--- src/rtl/pipelined_control_unit.sv ---
// Control unit for the 5-stage RV32I core: decodes the ID opcode into a
// control bundle, carries it with per-stage valid bits through EX, the
// MEM_LAT memory stages and WB, applies stall/flush, and owns the ECALL halt FSM.
module pipelined_control_unit #(
    parameter int ALU_OP_W      = 2,
    parameter int MEM_LAT       = 1,
    parameter int ECALL_HALT_EN = 1
) (
    input  logic                clk,
    input  logic                reset,
    input  logic [6:0]          id_opcode,
    input  logic                id_valid,
    input  logic                stall,
    input  logic                flush,
    input  logic                x17_is_10,
    output logic                ex_alu_src,
    output logic [ALU_OP_W-1:0] ex_alu_op,
    output logic                ex_is_branch,
    output logic                ex_is_jal,
    output logic                ex_is_jalr,
    output logic                mem_read,
    output logic                mem_write,
    output logic                wb_reg_write,
    output logic                wb_mem_to_reg,
    output logic                wb_pc_to_reg,
    output logic                wb_valid,
    output logic                illegal_op,
    output logic                is_halted
);

    localparam logic [6:0] OP_LOAD   = 7'b0000011;
    localparam logic [6:0] OP_STORE  = 7'b0100011;
    localparam logic [6:0] OP_BRANCH = 7'b1100011;
    localparam logic [6:0] OP_R      = 7'b0110011;
    localparam logic [6:0] OP_I      = 7'b0010011;
    localparam logic [6:0] OP_JAL    = 7'b1101111;
    localparam logic [6:0] OP_JALR   = 7'b1100111;
    localparam logic [6:0] OP_ECALL  = 7'b1110011;

    localparam logic [0:0] ST_RUN    = 1'b0;
    localparam logic [0:0] ST_HALTED = 1'b1;

    // WB group bit positions: {reg_write, mem_to_reg, pc_to_reg, ecall}
    localparam int WB_RW  = 3;
    localparam int WB_M2R = 2;
    localparam int WB_P2R = 1;
    localparam int WB_EC  = 0;

    // decoded bundle (ID)
    logic                dec_legal_p0;
    logic                dec_src_p0;
    logic [ALU_OP_W-1:0] dec_alu_op_p0;
    logic                dec_br_p0;
    logic                dec_jal_p0;
    logic                dec_jalr_p0;
    logic                dec_mr_p0;
    logic                dec_mw_p0;
    logic [3:0]          dec_wb_p0;

    // EX stage
    logic                vld_p1;
    logic                src_p1;
    logic [ALU_OP_W-1:0] alu_op_p1;
    logic                br_p1;
    logic                jal_p1;
    logic                jalr_p1;
    logic                mr_p1;
    logic                mw_p1;
    logic [3:0]          wb_p1;

    // MEM stages M1..M<MEM_LAT>; load/store strobes only matter in M1
    logic [MEM_LAT-1:0]       vld_p2;
    logic [MEM_LAT-1:0][3:0]  wb_p2;
    logic                     mr_p2;
    logic                     mw_p2;

    // WB stage
    logic       vld_p3;
    logic [3:0] wb_p3;

    logic [0:0] state_q;
    logic       illegal_q;
    logic       id_take;
    logic       load_ex;
    logic       halt_now;

    // Opcode decode of the instruction sitting in ID
    always_comb begin
        dec_legal_p0  = 1'b1;
        dec_src_p0    = 1'b0;
        dec_alu_op_p0 = '0;
        dec_br_p0     = 1'b0;
        dec_jal_p0    = 1'b0;
        dec_jalr_p0   = 1'b0;
        dec_mr_p0     = 1'b0;
        dec_mw_p0     = 1'b0;
        dec_wb_p0     = 4'b0000;
        case (id_opcode)
            OP_LOAD: begin
                dec_src_p0        = 1'b1;
                dec_mr_p0         = 1'b1;
                dec_wb_p0[WB_RW]  = 1'b1;
                dec_wb_p0[WB_M2R] = 1'b1;
            end
            OP_STORE: begin
                dec_src_p0 = 1'b1;
                dec_mw_p0  = 1'b1;
            end
            OP_BRANCH: begin
                dec_br_p0     = 1'b1;
                dec_alu_op_p0 = ALU_OP_W'(2'd3);
            end
            OP_R: begin
                dec_alu_op_p0    = ALU_OP_W'(2'd1);
                dec_wb_p0[WB_RW] = 1'b1;
            end
            OP_I: begin
                dec_src_p0       = 1'b1;
                dec_alu_op_p0    = ALU_OP_W'(2'd2);
                dec_wb_p0[WB_RW] = 1'b1;
            end
            OP_JAL: begin
                dec_src_p0        = 1'b1;
                dec_jal_p0        = 1'b1;
                dec_wb_p0[WB_RW]  = 1'b1;
                dec_wb_p0[WB_P2R] = 1'b1;
            end
            OP_JALR: begin
                dec_src_p0        = 1'b1;
                dec_jalr_p0       = 1'b1;
                dec_wb_p0[WB_RW]  = 1'b1;
                dec_wb_p0[WB_P2R] = 1'b1;
            end
            OP_ECALL: begin
                dec_wb_p0[WB_EC] = 1'b1;
            end
            default: dec_legal_p0 = 1'b0;
        endcase
    end

    // ID accepts only when not stalled, not flushed and the core is running
    assign id_take  = id_valid & ~stall & ~flush & (state_q == ST_RUN);
    assign load_ex  = id_take & dec_legal_p0;
    assign halt_now = (state_q == ST_RUN) & vld_p3 & wb_p3[WB_EC] & x17_is_10
                      & (ECALL_HALT_EN != 0);

    // Pipeline advance, flush kill, halt FSM and registered illegal pulse
    always_ff @(posedge clk) begin
        if (reset) begin
            state_q   <= ST_RUN;
            illegal_q <= 1'b0;
            vld_p1    <= 1'b0;
            src_p1    <= 1'b0;
            alu_op_p1 <= '0;
            br_p1     <= 1'b0;
            jal_p1    <= 1'b0;
            jalr_p1   <= 1'b0;
            mr_p1     <= 1'b0;
            mw_p1     <= 1'b0;
            wb_p1     <= 4'b0000;
            vld_p2    <= '0;
            wb_p2     <= '0;
            mr_p2     <= 1'b0;
            mw_p2     <= 1'b0;
            vld_p3    <= 1'b0;
            wb_p3     <= 4'b0000;
        end else if (halt_now) begin
            // halting drains nothing: every in-flight instruction is dropped
            state_q   <= ST_HALTED;
            illegal_q <= 1'b0;
            vld_p1    <= 1'b0;
            vld_p2    <= '0;
            vld_p3    <= 1'b0;
        end else begin
            illegal_q <= id_take & ~dec_legal_p0;

            // ID -> EX
            vld_p1    <= load_ex;
            src_p1    <= load_ex & dec_src_p0;
            alu_op_p1 <= load_ex ? dec_alu_op_p0 : '0;
            br_p1     <= load_ex & dec_br_p0;
            jal_p1    <= load_ex & dec_jal_p0;
            jalr_p1   <= load_ex & dec_jalr_p0;
            mr_p1     <= load_ex & dec_mr_p0;
            mw_p1     <= load_ex & dec_mw_p0;
            wb_p1     <= load_ex ? dec_wb_p0 : 4'b0000;

            // EX -> M1 (flush kills the instruction leaving EX)
            vld_p2[0] <= vld_p1 & ~flush;
            wb_p2[0]  <= wb_p1;
            mr_p2     <= mr_p1;
            mw_p2     <= mw_p1;

            // M(i-1) -> M(i)
            for (int i = 1; i < MEM_LAT; i++) begin
                vld_p2[i] <= vld_p2[i-1];
                wb_p2[i]  <= wb_p2[i-1];
            end

            // M<MEM_LAT> -> WB
            vld_p3 <= vld_p2[MEM_LAT-1];
            wb_p3  <= wb_p2[MEM_LAT-1];
        end
    end

    assign ex_alu_src    = vld_p1 & src_p1;
    assign ex_alu_op     = alu_op_p1 & {ALU_OP_W{vld_p1}};
    assign ex_is_branch  = vld_p1 & br_p1;
    assign ex_is_jal     = vld_p1 & jal_p1;
    assign ex_is_jalr    = vld_p1 & jalr_p1;
    assign mem_read      = vld_p2[0] & mr_p2;
    assign mem_write     = vld_p2[0] & mw_p2;
    assign wb_reg_write  = vld_p3 & wb_p3[WB_RW];
    assign wb_mem_to_reg = vld_p3 & wb_p3[WB_M2R];
    assign wb_pc_to_reg  = vld_p3 & wb_p3[WB_P2R];
    assign wb_valid      = vld_p3;
    assign illegal_op    = illegal_q;
    assign is_halted     = (state_q == ST_HALTED);

endmodule
--- config.mk ---
export PLATFORM = sky130hd
export DESIGN_NAME = pipelined_control_unit
export DESIGN_NICKNAME = d
export VERILOG_FILES = /design/src/rtl/pipelined_control_unit.sv
export SDC_FILE = /design/constraint.sdc
export NUM_CORES = 1
export LEC_CHECK = 0
export CAP_MARGIN = 20
export CORE_MARGIN = 2
export CORE_UTILIZATION = 40
export DETAILED_ROUTE_END_ITERATION = 6
export GPL_TIMING_DRIVEN = 0
export PLACE_DENSITY = 0.68
export SKIP_LAST_GASP = 1
export SYNTH_ARGS = -nofsm -noshare
export SYNTH_HDL_FRONTEND = slang
export SYNTH_SLANG_ARGS = --single-unit
--- constraint.sdc ---
create_clock -name clk -period 2.2 [get_ports clk]
set_input_delay 0.33 -clock clk [delete_from_list [all_inputs] [get_ports clk]]
set_output_delay 0.33 -clock clk [all_outputs]
set_load 0.1 [all_outputs]
* Word-level counts from Yosys, hierarchy flattened
Index checks and enable logic that the tools add are counted.
** Storage, ports and cells
- Flip-flop bits (word level) :: 27
- Output and inout bits :: 14
- Logic and storage cells :: 72
** Operators by class
- Eq/ne operators :: 8
- Muxes and demuxes :: 13
- Bitwise logic cells :: 29
- Reductions and logical operators :: 5
** Operator list (count)
- 7-bit == test (second input constant) :: 4
- 1-bit bitwise AND :: 24
- 7-bit by 6-bit == test with 1-bit output (second input constant) :: 2
- 1-bit 2-to-1 mux :: 10
- 5-bit OR reduction :: 2
- 8-bit OR reduction :: 1
- 7-bit by 2-bit == test with 1-bit output (second input constant) :: 1
- 7-bit by 5-bit == test with 1-bit output (second input constant) :: 1
- 2-bit case mux with 3 select lines :: 1
- 4-bit 2-to-1 mux :: 1
- 1-bit inverter :: 4
- 2-bit OR reduction :: 2
- 2-bit bitwise AND :: 1
- 2-bit 2-to-1 mux :: 1

* Depth between registers and ports, before layout
Gate-level depths: netlist of run 1.
- Word-level depth :: 6
- Mapped depth :: 5
- Depth with buffers taken out :: 4

* Least setup slack after synthesis of run 1
No wires, ideal clock.
- Path kind :: flip-flop to output port
- Start point :: register vld_p3 (netlist: wb_valid)
- End point :: output port wb_mem_to_reg
- Arrival :: 1.841 ns
- Data required time :: 1.870 ns
- Setup slack :: 0.029 ns
- Stages on the path, launching flop included :: 2
- Buffers on the path :: 0
- Cells stage by stage :: dfxtp_1 -> and2_1
** Between the ends
- Word-level cells in the longest chain between the ends :: 1
** Ends and longest elaborated chain
- start: declaration :: RTL line 78 : logic vld_p3;
- start signal: assignment :: RTL line 201 : vld_p3 <= vld_p2[MEM_LAT-1];
- 1-bit bitwise AND :: RTL line 214 : assign wb_mem_to_reg = vld_p3 & wb_p3[WB_M2R];
- end: declaration :: RTL line 24 : output logic wb_mem_to_reg,
No other way between the ends.

* Worst setup path in the final report of run 1
- Start point :: register vld_p1
- End point :: output port ex_is_jalr
** Between the ends
- Word-level cells in the longest chain between the ends :: 1
** Ends and longest elaborated chain
- start: declaration :: RTL line 61 : logic vld_p1;
- start signal: assignment :: RTL line 178 : vld_p1 <= load_ex;
- 1-bit bitwise AND :: RTL line 210 : assign ex_is_jalr = vld_p1 & jalr_p1;
- end: declaration :: RTL line 20 : output logic ex_is_jalr,
No other way between the ends.

==> results.tsv, run 1 <==
metric	value	unit
outcome	finished clean	
syn_area	0.00103	sq mm
synth_warnings	0	
routed-via-count	925	
finalCritPeriodShare	95.4	%
placed_cells	179	
worstMarginPinSlew	962	ps
synthXorXnorAreaFrac	0.854	%
first_global_vias	779	
cts_tree	done	
wl_per_cell	11.8	um
min-delay-start	reset	
ys_ff_latch	25	
clk_pin_slew	120	ps
die-area	0.00299	sq mm
synth_compound_area_share	12.6	%
setup_viol	0	
setup_tns	0	ps
combPwrFrac	7.4	%
start_util	41.8	%
powerDensity	536	mW/mm^2
die_h	54.6	um
hold_end	wb_p2[3]$_SDFFE_PP0N_	
grt_max_degree	14	
syn_inst	125	
antenna_found_initial	0	
drt_first_pass_iters	4	
antenna_left	0	
slew_headroom	35.7	%
port_buffers	24	
dp_hpwl	1650	um
drc	0	
timing.fmax	477	MHz
mostFrequentLayoutCells	nand2_1, dfxtp_1, nor2_1, a21oi_1, and2_1	
hold_viol_final	0	
root_buffer	clkbuf_4	
power.leakage	0.485	nW
gp_congestion	0.752	
timing.rr.start	is_halted$_SDFFE_PP0P_	
via_per_inst	5.05	
critical_path_class	reg2out	
htree_levels	1	
p_sw_share	22.0	%
insertion_delay	310	ps
pwr-share-seq	64.3	%
cp_max_fo	7	
rsz0062_at_grt	true	
grtUsageTotal	16.8	%
end_kind	output port	
crit-reg2reg-capture	alu_op_p1[0]$_SDFFE_PP0N_	
synth_top_family_by_area	simple AND/OR/NAND/NOR gates	
drt-initial-drc-count	10	
grt-ovfl-total	0	
fillers	253	
layout.cells.non_filler	183	
synthAdderAreaFrac	0	%
fin_nets	167	
power_switching	155	uW
slew_viol_final	0	
rr_worst_depth	4	
synthSimpleGateAreaFrac	35.1	%
syn_nets	138	
area_delta_synth_final	28.3	%
cap_viol_max_count	0	
drt_wl_total	2170	um
row_count	18	
ios	27	
num_antenna_cells	0	
coreArea	0.00245	sq mm
ys_seq_area_share	48.8	%
layout_commonest_cell	nand2_1	
synth_mux_area_share	0	%
ff2ff_setup_slack	620	ps
fin_skew	0.709	ps
yosysUniqueCellTypes	27	
clock_power_share	28.3	%
worst_ep_required_time	1870	ps
die_w	54.6	um
syn_area_per_cell	8.21	sq um
drive_above_1_share	6.54	%
cts-buffers-inserted	3	
hold_depth	2	
min_path_type	in2reg	
grt_pass1_wl	3490	um
worstPathArrival	1770	ps
power.internal	550	uW
crit_path_start_kind	flip-flop	
cts_sinks	25	
ir_drop	0.436	mV
period_needed	2100	ps
cts_max_path_buffers	2	
-- synthesized netlist by cell type --
cell type | count | area share, %
a21boi_0 | 1 | 0.73
a21oi_1 | 14 | 6.8
a22oi_1 | 1 | 0.73
and2_1 | 12 | 7.3
and4b_2 | 1 | 1.1
buf_1 | 1 | 0.37
buf_2 | 1 | 0.49
clkbuf_1 | 4 | 1.5
dfxtp_1 | 25 | 49
inv_1 | 1 | 0.37
nand2_1 | 27 | 9.9
nand2b_1 | 1 | 0.61
nand3_1 | 3 | 1.5
nand3b_1 | 2 | 1.5
nand4b_1 | 1 | 0.85
nand4bb_1 | 1 | 1.1
nor2_1 | 15 | 5.5
nor3_2 | 2 | 2.0
nor4_1 | 1 | 0.61
nor4b_1 | 1 | 0.85
o21ai_0 | 2 | 0.98
o21ai_1 | 2 | 0.98
o31ai_1 | 2 | 1.5
o41ai_1 | 1 | 0.85
or3_4 | 1 | 1.1
or4b_4 | 1 | 1.3
xnor2_1 | 1 | 0.85
-- worst max-delay path: stages, from the launching register on --
cell             delay [ps]
dfxtp_1                 470
and2_1                  170
clkdlybuf4s15_1         820
-- cell type report --
cell class / instances / area, sq um / area share [%]
Inverter: 1 / 3.75 / 0.285
Multi-Input combinational cell: 93 / 498 / 37.8
Buffer: 6 / 23.8 / 1.81
Tap cell: 30 / 37.5 / 2.85
Clock buffer: 4 / 26.3 / 2.00
Sequential cell: 25 / 500 / 38.0
Timing Repair Buffer: 24 / 226 / 17.2
-- how the worst max path moves through the flow --
stage                        start            end  slack, ps  cells after the start
2_1_floorplan  wb_valid$_SDFF_PP0_  wb_mem_to_reg         30                      1
3_3_place_gp     vld_p1$_SDFF_PP0_     ex_is_jalr        160                      2
3_5_place_dp     vld_p1$_SDFF_PP0_   ex_is_branch        150                      2
4_1_cts          vld_p1$_SDFF_PP0_      ex_is_jal         50                      2
5_1_grt          vld_p1$_SDFF_PP0_     ex_is_jalr         -9                      2
6_report         vld_p1$_SDFF_PP0_     ex_is_jalr        100                      2
-- power groups by stage --
stage | Clock (mW) | Sequential (mW) | Combinational, mW
4_1_cts | 0.206 | 0.454 | 0.0517
2_1_floorplan | 0 | 0.468 | 0.0204
5_1_grt | 0.224 | 0.454 | 0.0564
6_report | 0.200 | 0.454 | 0.0520
3_3_place_gp | 0 | 0.464 | 0.0514
3_5_place_dp | 0 | 0.464 | 0.0516
-- routing by layer --
layer  GRT usage [%]  up-vias  part of all wire (%)
li1                -      480                     -
met1            20.8      413                    45
met2            25.6       24                    47
met3            5.46        8                   5.3
met4            9.17        0                   3.2
met5               0        -                     0
-- flip-flops by register name, summed over array words and instances, names as in the netlist --
signal and count:
vld_p2 1, wb_p1 4, jal_p1 1, wb_valid 1
br_p1 1, src_p1 1, alu_op_p1 2, wb_p2 4
is_halted 1, jalr_p1 1, mw_p2 1, mw_p1 1
vld_p1 1, illegal_op 1, wb_p3 4
-- cells by family (layout without fill, tap and decap cells) --
logic type             after synthesis  count (layout)
XOR/XNOR                             1               1
buffers and inverters                7              35
AND/OR/NAND/NOR                     69              69
AO/OA/AOI/OAI                       23              23
flip-flops                          25              25
-- what timing repair did --
| item | CTS | global route |
|---|---|---|
| buffers inserted | 0 | 0 |
| setup endpoints to repair | 13 | 6 |
| hold buffers | 0 | 0 |
| resized for setup | 13 | 7 |
-- metrics by stage --
step                power, mW  worst slack [ps]  area (sq um)  hold WS (ps)  util, %
CTS                     0.712              52.5          1310           414     53.5
global route            0.735             -8.54          1320           446     53.6
global placement        0.515               156          1300           428     53.1
floorplan               0.488              29.3          1030           407        -
detailed placement      0.516               146          1300           441     53.1
finish                  0.705               102          1320           418     53.6
Note: power is estimated with default switching activity, not from simulation.
==> run 2, diff against run 1 <==
--- a/config.mk
+++ b/config.mk
@@ -6,10 +6,11 @@
 export NUM_CORES = 1
 export LEC_CHECK = 0
 export CAP_MARGIN = 20
-export CORE_MARGIN = 2
+export CORE_MARGIN = 8
 export CORE_UTILIZATION = 40
 export DETAILED_ROUTE_END_ITERATION = 6
 export GPL_TIMING_DRIVEN = 0
+export HOLD_SLACK_MARGIN = 0.08
 export PLACE_DENSITY = 0.68
 export SKIP_LAST_GASP = 1
 export SYNTH_ARGS = -nofsm -noshare
==> run 2 against run 1 <==
  * Hold slack got worse by 13 ps
  * Final area rose by 0.19%
  * Critical endpoint is now ex_is_jal
  * Die area rose by 49%
  * Critical path type unchanged
  * First-iteration DRC count rose to 2.7 times the previous value
  * Sequential share of layout area fell by 0.072 points
  * Count of clock-buffer cells in the layout fell by 1
  * Clock skew rose by 8.2 ps
==> results.tsv, run 2 (synthesis results as in run 1) <==
metric	value	unit
die_w	66.6	um
worstPathArrival	1790	ps
coreArea	0.00245	sq mm
rr_worst_depth	5	
num_antenna_cells	0	
power.internal	549	uW
reg.largest.list	wb_p1 (4), wb_p2 (4), wb_p3 (4)	
finalCritPeriodShare	96.2	%
pwr-share-seq	63.5	%
timing.rr.start	wb_valid$_SDFF_PP0_	
die-area	0.00444	sq mm
multi_input_area	498	sq um
ios	27	
cts_max_path_buffers	2	
final_util	53.7	%
fin_skew	8.96	ps
drt_first_pass_iters	6	
antenna_left	0	
routed-via-count	907	
first_global_vias	848	
fillers	261	
ctsResizeCount	13	
combPwrFrac	7.3	%
period_needed	2120	ps
port_buffers	24	
ff2ff_setup_slack	600	ps
endpoint	ex_is_jal	
worstMarginPinSlew	962	ps
clk_pin_slew	140	ps
crit-reg2reg-capture	wb_p1[3]$_SDFFE_PP0N_	
die_h	66.6	um
drt-initial-drc-count	27	
hold_depth	2	
crit_slowest_cell	dlygate4sd2_1	
path_cells	and2_1 > dlygate4sd2_1	
outcome	finished clean	
cts_tree	done	
min_path_type	in2reg	
htree_levels	1	
worst_slack	83.5	ps
cp_slowest_stage_delay	850	ps
cap_viol_max_count	0	
hold_buffers	0	
cts-buffers-inserted	3	
slew_headroom	35.7	%
clock_power_share	29.2	%
cp_max_fo	7	
wl_per_cell	12.8	um
antenna_found_initial	0	
layout_commonest_cell	nand2_1	
critPathLaunch	vld_p1$_SDFF_PP0_	
power_switching	166	uW
row_count	18	
mostFrequentLayoutCells	nand2_1, dfxtp_1, nor2_1, a21oi_1	
fin_nets	167	
cts_sinks	25	
setup_viol	0	
worst_ep_required_time	1870	ps
via_per_inst	4.96	
critical_path_class	reg2out	
post-place-ws	126	ps
regArea	500	sq um
p_sw_share	23.3	%
drc	0	
timing.fmax	472	MHz
grt_pass1_wl	3870	um
hold_viol_final	0	
powerDensity	542	mW/mm^2
drive_above_1_share	6.54	%
dp_hpwl	1810	um
root_buffer	clkbuf_4	
rsz0062_at_grt	false	
crit_path_start_kind	flip-flop	
slew_viol_final	0	
setup_tns	0	ps
grt-ovfl-total	0	
drt_wl_total	2340	um
gp_congestion	0.763	
end_kind	output port	
grt_max_degree	16	
ir_drop	0.304	mV
area_delta_synth_final	28.5	%
post_cts_buffers	0	
grtUsageTotal	11.2	%
start_util	41.8	%
insertion_delay	320	ps
power.leakage	0.503	nW
## run 2: cell count changes in the layout (fill, tap and decap cells not counted), sizes merged
| cell | before | now |
|---|---|---|
| dlygate4sd2 | 7 | 12 |
| clkdlybuf4s15 | 5 | 1 |
| clkbuf | 9 | 7 |
| clkinvlp | 0 | 1 |
## run 2: critical path: cells and delay by family (launching register included)
family | cells | cell delay (ps)
flip-flops | 1 | 460
buffers and inverters | 1 | 850
AND/OR/NAND/NOR | 1 | 160
## run 2: worst min path at each step
stage,startpoint,to,slack [ps]
5_1_grt,reset,jal_p1$_SDFFE_PP0N_,430
6_report,reset,wb_p3[1]$_SDFFE_PP0N_,410
4_1_cts,reset,wb_p2[3]$_SDFFE_PP0N_,400
3_3_place_gp,alu_op_p1[0]$_SDFFE_PP0N_,alu_op_p1[0]$_SDFFE_PP0N_,430
2_1_floorplan,flush,vld_p2$_SDFF_PP0_,410
3_5_place_dp,wb_p3[3]$_SDFFE_PP0N_,wb_p3[3]$_SDFFE_PP0N_,440
## run 2: layout make-up
cell class                 count  area share [%]
clock buffer                   3            1.71
tap                           30            2.85
multi-input combinational     93            37.8
buffer                         6            1.80
sequential                    25            38.0
timing repair buffer          24            17.1
clock inverter                 1           0.569
inverter                       1           0.285
## run 2: routing by layer
layer	track usage [%]	part of all wire, %	up-vias
li1	-	-	474
met1	14.4	47	413
met2	17.0	47	18
met3	3.02	5.4	2
met4	4.80	0.64	0
met5	0	0	-
## run 2: metrics by stage
step                      total power [mW]  hold WS (ps)  instances  cell area (sq um)
after detailed placement             0.516           440        179               1300
final                                0.715           405        183               1320
after CTS                            0.722           400        183               1320
after floorplan                      0.488           407        125               1030
after global routing                 0.738           430        183               1320
after global placement               0.515           428        179               1300
## run 2: power groups by stage
stage,sequential (mW),clock (mW),combinational (mW)
after floorplan,0.468,0,0.0204
after global placement,0.464,0,0.0514
after CTS,0.454,0.216,0.0520
after detailed placement,0.464,0,0.0517
final,0.454,0.209,0.0521
after global routing,0.454,0.227,0.0561
